### src/rtl/video_timing_pkg.sv
// video_timing_pkg: shared counter width, axis totals and idle levels for the video timing generator
package video_timing_pkg;
    localparam int CW = 16;
    localparam logic BLANK_IDLE = 1'b1;

    function automatic int axis_total(int active, int fp, int sync, int bp);
        return active + fp + sync + bp;
    endfunction

    function automatic logic sync_idle(int pol);
        return pol == 0;
    endfunction
endpackage

### src/rtl/vt_axis_counter.sv
// vt_axis_counter: one timing axis (line or frame) with blank/sync decode of the current position
module vt_axis_counter
    import video_timing_pkg::*;
#(
    parameter int ACTIVE = 160,
    parameter int FP     = 8,
    parameter int SYNC   = 16,
    parameter int BP     = 16,
    parameter int POL    = 1
) (
    input  logic          clk,
    input  logic          rst,
    input  logic          inc,
    input  logic          clr,
    output logic [CW-1:0] count,
    output logic          blank,
    output logic          sync,
    output logic          wrap
);
    localparam logic [CW-1:0] ACT_END    = CW'(ACTIVE);
    localparam logic [CW-1:0] SYNC_START = CW'(ACTIVE + FP);
    localparam logic [CW-1:0] SYNC_END   = CW'(ACTIVE + FP + SYNC);
    localparam logic [CW-1:0] LAST       = CW'(axis_total(ACTIVE, FP, SYNC, BP) - 1);
    localparam logic          IDLE       = sync_idle(POL);

    assign blank = count >= ACT_END;
    assign sync  = (count >= SYNC_START && count < SYNC_END) ? !IDLE : IDLE;
    assign wrap  = count == LAST;

    always_ff @(posedge clk)
        if (rst || clr) count <= '0;
        else if (inc) count <= wrap ? '0 : count + CW'(1);
endmodule

### src/rtl/video_timing_gen.sv
// video_timing_gen: registered active/blank/sync timing bundle, advancing only on gen_ce
module video_timing_gen
    import video_timing_pkg::*;
#(
    parameter int H_ACTIVE = 160,
    parameter int H_FP     = 8,
    parameter int H_SYNC   = 16,
    parameter int H_BP     = 16,
    parameter int V_ACTIVE = 120,
    parameter int V_FP     = 2,
    parameter int V_SYNC   = 2,
    parameter int V_BP     = 6,
    parameter int HS_POL   = 1,
    parameter int VS_POL   = 1
) (
    input  logic          pclk,
    input  logic          rst,
    input  logic          gen_ce,
    input  logic          en,
    output logic          av_out,
    output logic          hb_out,
    output logic          hs_out,
    output logic          vb_out,
    output logic          vs_out,
    output logic [CW-1:0] h_count,
    output logic [CW-1:0] v_count,
    output logic          sof
);
    logic          adv, h_blank, h_sync, h_wrap, v_blank, v_sync, v_wrap;
    logic [CW-1:0] hc, vc;

    assign adv = en && gen_ce;

    vt_axis_counter #(.ACTIVE(H_ACTIVE), .FP(H_FP), .SYNC(H_SYNC), .BP(H_BP), .POL(HS_POL)) u_h (
        .clk(pclk), .rst(rst), .inc(adv), .clr(!en),
        .count(hc), .blank(h_blank), .sync(h_sync), .wrap(h_wrap)
    );

    vt_axis_counter #(.ACTIVE(V_ACTIVE), .FP(V_FP), .SYNC(V_SYNC), .BP(V_BP), .POL(VS_POL)) u_v (
        .clk(pclk), .rst(rst), .inc(adv && h_wrap), .clr(!en),
        .count(vc), .blank(v_blank), .sync(v_sync), .wrap(v_wrap)
    );

    // Disabled generator parks on the idle bundle; its counters are cleared so restart begins at (0,0)
    always_ff @(posedge pclk)
        if (rst || !en) begin
            av_out  <= 1'b0;
            hb_out  <= BLANK_IDLE;
            vb_out  <= BLANK_IDLE;
            hs_out  <= sync_idle(HS_POL);
            vs_out  <= sync_idle(VS_POL);
            h_count <= '0;
            v_count <= '0;
            sof     <= 1'b0;
        end else if (gen_ce) begin
            av_out  <= !h_blank && !v_blank;
            hb_out  <= h_blank;
            vb_out  <= v_blank;
            hs_out  <= h_sync;
            vs_out  <= v_sync;
            h_count <= hc;
            v_count <= vc;
            sof     <= hc == '0 && vc == '0;
        end else begin
            sof     <= 1'b0;
        end
endmodule

### config.mk
export PLATFORM = sky130hd
export DESIGN_NAME = video_timing_gen
export DESIGN_NICKNAME = d
export VERILOG_FILES = /design/src/rtl/video_timing_pkg.sv /design/src/rtl/vt_axis_counter.sv /design/src/rtl/video_timing_gen.sv
export SDC_FILE = /design/constraint.sdc
export NUM_CORES = 1
export LEC_CHECK = 0
export BUFFER_PORTS_ARGS = -buffer_cell sky130_fd_sc_hd__buf_4
export CAP_MARGIN = 20
export CELL_PAD_IN_SITES_DETAIL_PLACEMENT = 1
export CELL_PAD_IN_SITES_GLOBAL_PLACEMENT = 2
export CORE_MARGIN = 1.5
export CORE_UTILIZATION = 37
export CTS_BUF_LIST = sky130_fd_sc_hd__clkbuf_4 sky130_fd_sc_hd__clkbuf_8
export DETAILED_ROUTE_END_ITERATION = 10
export GPL_ROUTABILITY_DRIVEN = 0
export PLACE_DENSITY = 0.88
export SYNTH_ARGS = -nofsm -noshare
export SYNTH_HDL_FRONTEND = slang
export SYNTH_HIERARCHICAL = 1
export SYNTH_SLANG_ARGS = --single-unit
### constraint.sdc
create_clock -name pclk -period 2.75 [get_ports pclk]
set_input_delay 0.1375 -clock pclk [delete_from_list [all_inputs] [get_ports pclk]]
set_output_delay 0.1375 -clock pclk [all_outputs]
set_load 0.05 [all_outputs]
==> results of run 1 <==
[placed cells by master (no fill, tap or decap), drive strengths merged]
master,instances
ha,5
xor2,8
buf,45
dfxtp,70
nor3,12
dlygate4sd3,1
nand2b,1
clkinv,3
a31oi,1
a211o,2
nand4b,1
nor4b,2
bufinv,2
and2,1
and3,2
mux2i,36
clkbuf,10
nand4,14
clkinvlp,1
xnor2,22
nand3,11
nand2,12
nor2b,2
o31ai,1
inv,10
o21ai,2
or4,2
a21boi,1
nor2,76
and4bb,1
nor4,18
[repair_timing]
action | 4_1_cts | 5_1_grt
endpoints found under the hold margin | 1 | 0
resized for setup | 0 | 1
hold buffers | 1 | 0
setup endpoints to repair | 0 | 1
[registers in the layout, summed over array words and instances (netlist names)]
register,flops
u_v/count,16
vb_out,1
hb_out,1
hs_out,1
h_count,16
v_count,16
av_out,1
vs_out,1
sof,1
u_h/count,16
[worst max-delay path, delay by kind of cell (launching register included)]
family | cells | cell delay, ns
simple gates | 7 | 1.76
flops | 1 | 0.43
xor+xnor | 1 | 0.18
[report_power, final]
part           internal (mW)  total, mW  switching [mW]
combinational         0.0276     0.0820          0.0544
clock                  0.519      0.917           0.398
sequential              1.02       1.02         0.00233
[per-layer routing]
metal | vias up | GRT usage
met4 | 0 | 0.0871
li1 | 1209 | -
met1 | 1196 | 0.228
met3 | 13 | 0.0378
met5 | - | 0
met2 | 39 | 0.304
[cell type report]
cell class	count	area (um^2)	share of cell area
multi-input cells	233	1580	0.425
flip-flops and latches	70	1400	0.377
repair buffers	46	348	0.0936
clock buffers	10	131	0.0354
well taps	105	131	0.0354
clock inverters	6	86.3	0.0232
inverters	10	37.5	0.0101
[worst paths after layout]
| kind | cells past startpoint | to | slack (ns) |
|---|---|---|---|
| setup / recovery | 8 | u_v/count[15] | 0.26 |
| hold / removal | 3 | u_v/count[1] | 0.12 |
| setup reg to reg | 8 | u_v/count[15] | 0.26 |
| hold reg to reg | 2 | h_count[7] | 0.50 |
[stage by stage]
| stage | total power [mW] | utilization | std cells | hold slack [ns] | setup slack (ns) |
|---|---|---|---|---|---|
| after floorplan | 1.11 | - | 330 | 0.214 | 0.615 |
| after global placement | 1.12 | 0.426 | 463 | 0.347 | 0.384 |
| after detailed placement | 1.12 | 0.426 | 463 | 0.349 | 0.281 |
| after CTS | 2.05 | 0.454 | 480 | 0.0936 | 0.254 |
| after global routing | 2.09 | 0.454 | 480 | 0.137 | 0.00501 |
| final | 2.02 | 0.454 | 480 | 0.121 | 0.262 |
==> metrics.yaml, run 1 <==
worst_setup_path:
  crit_path_end_kind: "flip-flop"
  worstPathArrival_ns: 2.72
  critPathRequiredTime_ns: 2.98
  path_class: "flip-flop to flip-flop"
  cp_slowest_cell: "dfxtp_1"
  path_cells: "nor4b_2 -> nand4_1 -> nor2_1 -> and3_1 -> nand4_1 -> nor4_1 -> xnor2_1 -> nor2_2"
  crit_fanout: 9
  slowest_delay_ns: 0.43
  cpMostUsedCell: "nand4_1"
  rr_startpoint: "u_h/count[3]"
  start_kind: "flip-flop"
  cp-startpoint: "u_h/count[3]"
min_path:
  min_from: "en"
  min_path_type: "input port to flip-flop"
global_route:
  grt_first_pass_wirelength_um: 12600
  grt_pass1_vias: 2438
  antenna_found_initial: 0
  grt_max_degree: 38
  grt_usage: 0.184
  grt_overflow: 0
synth:
  syn_nets: 339
  syn_area_per_cell_um2: 9.46
  ys.warnings.count: 6
  synth_area_mm2: 0.00312
  syn_inst: 330
timing:
  tightest_slew_ns: 0.830
  slew_headroom: 0.447
  fmax_mhz: 402
  setup_tns_ns: 0
  setup_viol: 0
  period_minus_slack_ns: 2.49
  finalHoldViolCount: 0
  rsz0062_at_grt: "no"
  slew_viol_final: 0
  finalCritPeriodShare: 0.905
  finClkSkew_ns: 0.0129
placed_design:
  port_buffers: 41
  dpl-instance-area_mm2: 0.00348
  dp_hpwl_um: 5150
drt:
  drt_iter0_drc: 89
  met2_length_um: 3670
  highest_layer: "met4"
  wl_met3_um: 229
  avgRoutedWirePerCell_um: 15.7
  wl_met1_um: 3480
  viasPerCell: 5.12
  vias: 2457
  dr.pass1.iters: 4
  drc: 0
  ant_nets: 0
  drt-total-wl_um: 7540
floorplanning:
  coreArea_mm2: 0.00818
  io_pins: 42
  start_util: 0.382
  rows: 33
  dieWidth_um: 94.8
  die-area_mm2: 0.00899
  die_h_um: 94.8
cells_and_area:
  antenna_cells: 0
  drive_above_1_share: 0.205
  fin_nets: 379
  design_area_mm2: 0.00371
  area_growth_pct: 19.0
  filler_cell_count: 962
clock_tree:
  cts_tree: "done"
  clock_sinks: 70
  numCtsBuffers: 9
  cts_buffer_depth: 2
  clkLatencyLatePin_ns: 0.35
  cts_root_buffer: "clkbuf_8"
  cts_max_level: 3
  path_clk_slew_ns: 0.07
  post_cts_buffers: 0
power:
  leakage_nw: 1.44
  irDropWorstVdd_uv: 186
  p_per_area_mw_per_mm2: 543
outcome:
  outcome: "complete, no violations"
job:
  drv_cap: 0
Note: power is estimated with default switching activity, not from simulation.
==> inputs of run 2 (changes only) <==
--- a/config.mk
+++ b/config.mk
@@ -14,6 +14,7 @@
 export CTS_BUF_LIST = sky130_fd_sc_hd__clkbuf_4 sky130_fd_sc_hd__clkbuf_8
 export DETAILED_ROUTE_END_ITERATION = 10
 export GPL_ROUTABILITY_DRIVEN = 0
+export HOLD_SLACK_MARGIN = 0.08
 export PLACE_DENSITY = 0.88
 export SYNTH_ARGS = -nofsm -noshare
 export SYNTH_HDL_FRONTEND = slang
==> constraint.sdc (replaced) <==
create_clock -name pclk -period 2.75 [get_ports pclk]
set_input_delay 0 -clock pclk [delete_from_list [all_inputs] [get_ports pclk]]
set_output_delay 0 -clock pclk [all_outputs]
set_load 0.05 [all_outputs]
==> metrics.yaml, run 2 (synthesis gave the netlist of run 1 again) <==
global_route:
  antenna_found_initial: 0  # unchanged
  grt_first_pass_wirelength_um: 12600  # about the same
  grt_usage: 0.185  # was 0.184
  grt_overflow: 0  # unchanged
  grt_max_degree: 38  # unchanged
  grt_pass1_vias: 2444  # was 2,438
floorplanning:
  io_pins: 42  # unchanged
  die_h_um: 94.8  # unchanged
  die-area_mm2: 0.00899  # unchanged
  rows: 33  # unchanged
  start_util: 0.382  # unchanged
  dieWidth_um: 94.8  # unchanged
  coreArea_mm2: 0.00818  # unchanged
timing:
  finalHoldViolCount: 0  # unchanged
  finClkSkew_ns: 0.0130  # was 0.0129 ns
  tightest_slew_ns: 0.832  # was 0.830 ns
  finalCritPeriodShare: 0.898  # was 0.905
  setup_viol: 0  # unchanged
  fmax_mhz: 405  # was 402 MHz
  slew_headroom: 0.445  # was 0.447
  rsz0062_at_grt: "no"  # unchanged
  period_minus_slack_ns: 2.47  # was 2.49 ns
  slew_viol_final: 0  # unchanged
  setup_tns_ns: 0  # unchanged
worst_setup_path:
  crit_fanout: 9  # unchanged
  crit_family: "simple AND/OR/NAND/NOR gates"  # unchanged
  cpMostUsedCell: "nand4_1"  # unchanged
  cp_num_cells: 8  # unchanged
  crit_path_end_kind: "flip-flop"  # unchanged
  path_buf_inv: 0  # unchanged
  cp_slowest_cell: "dfxtp_1"  # unchanged
  slowest_delay_ns: 0.43  # about the same
  critPathRequiredTime_ns: 2.98  # about the same
  worstPathArrival_ns: 2.70  # was 2.72 ns
  r2r_cells: 8  # unchanged
  path_cells: "nor4b_2 -> nand4_1 -> nor2_1 -> and3_1 -> nand4_1 -> nor4_1 -> xnor2_1 -> nor2_2"  # unchanged
  start_kind: "flip-flop"  # unchanged
  path_class: "flip-flop to flip-flop"  # unchanged
drt:
  met2_length_um: 3710  # was 3670 um
  drt_iter0_drc: 90  # was 89
  highest_layer: "met4"  # unchanged
  ant_nets: 0  # unchanged
  drt-total-wl_um: 7540  # about the same
  drc: 0  # unchanged
  viasPerCell: 5.08  # was 5.12
  dr.pass1.iters: 4  # unchanged
  vias: 2445  # was 2,457
  wl_met1_um: 3460  # was 3480 um
  avgRoutedWirePerCell_um: 15.7  # about the same
  wl_met3_um: 211  # was 229 um
clock_tree:
  clkLatencyLatePin_ns: 0.35  # about the same
  cts_root_buffer: "clkbuf_8"  # unchanged
  cts_max_level: 3  # unchanged
  cts_tree: "done"  # unchanged
  clock_sinks: 70  # unchanged
  path_clk_slew_ns: 0.07  # about the same
  cts_buffer_depth: 2  # unchanged
  numCtsBuffers: 9  # unchanged
power:
  finalPower_mw: 2.02  # about the same
  p_per_area_mw_per_mm2: 542  # was 543 mW/mm^2
  leakage_nw: 1.45  # was 1.44 nW
  irDropWorstVdd_uv: 186  # about the same
cells_and_area:
  filler_cell_count: 962  # unchanged
  final_cell_mix: "nor2_1, dfxtp_1, buf_4"  # unchanged
  design_area_mm2: 0.00372  # was 0.00371 mm^2
  layout_commonest_cell: "nor2_1"  # unchanged
  antenna_cells: 0  # unchanged
  drive_above_1_share: 0.205  # about the same
  fin_nets: 380  # was 379
  area_growth_pct: 19.4  # was 19.0%
min_path:
  min_path_type: "input port to flip-flop"  # unchanged
  hold_path_depth: 4  # was 3
placed_design:
  port_buffers: 41  # unchanged
  dpl-instance-area_mm2: 0.00348  # unchanged
  dp_hpwl_um: 5150  # unchanged
job:
  drv_cap: 0  # unchanged
outcome:
  outcome: "complete, no violations"  # unchanged
[run 2: area by class of cell]
type | count | area, um^2 | area share
clock buffer | 10 | 131 | 0.0353
timing repair buffer | 47 | 358 | 0.0961
tap | 105 | 131 | 0.0353
inverter | 10 | 37.5 | 0.0101
clock inverter | 6 | 86.3 | 0.0232
sequential | 70 | 1400 | 0.376
multi-input combinational | 233 | 1580 | 0.424
[run 2: per-stage QoR]
step	cells	hold slack, ns	utilization	worst slack (ns)
after global placement	463	0.210	0.426	0.384
after floorplan	330	0.0768	-	0.615
after detailed placement	463	0.212	0.426	0.281
after global routing	481	0.103	0.456	0.00501
after CTS	481	0.0851	0.455	0.254
final	481	0.108	0.456	0.281
[run 2: worst paths after layout]
check | start | slack [ns] | end
worst min register to register | h_count[7] | 0.50 | h_count[7]
worst min-delay path | en | 0.11 | sof
worst max register to register | u_h/count[3] | 0.28 | u_v/count[15]
worst max-delay path | u_h/count[3] | 0.28 | u_v/count[15]
[run 2: worst min-delay path: cells and delay by family]
kind                   cells  cell delay (ns)
buffers and inverters      1             0.13
AND/OR/NAND/NOR            3             0.27
[run 2: power breakdown]
part | switching [mW] | leakage, nW | internal [mW]
Combinational | 0.0543 | 0.778 | 0.0276
Sequential | 0.00233 | 0.564 | 1.02
Clock | 0.398 | 0.110 | 0.519
Total | 0.454 | 1.45 | 1.56
[run 2: timing repair]
action,CTS,global route
endpoints found under the hold margin,2,0
setup endpoints to repair,0,1
resized for setup,0,1
hold buffers,2,0
buffers inserted,0,0
[run 2: layer usage]
metal  global-route usage  up-vias
li1                     -     1212
met1                0.228     1187
met2                0.306       33
met3               0.0378       13
met4               0.0871        0
met5                    0        -
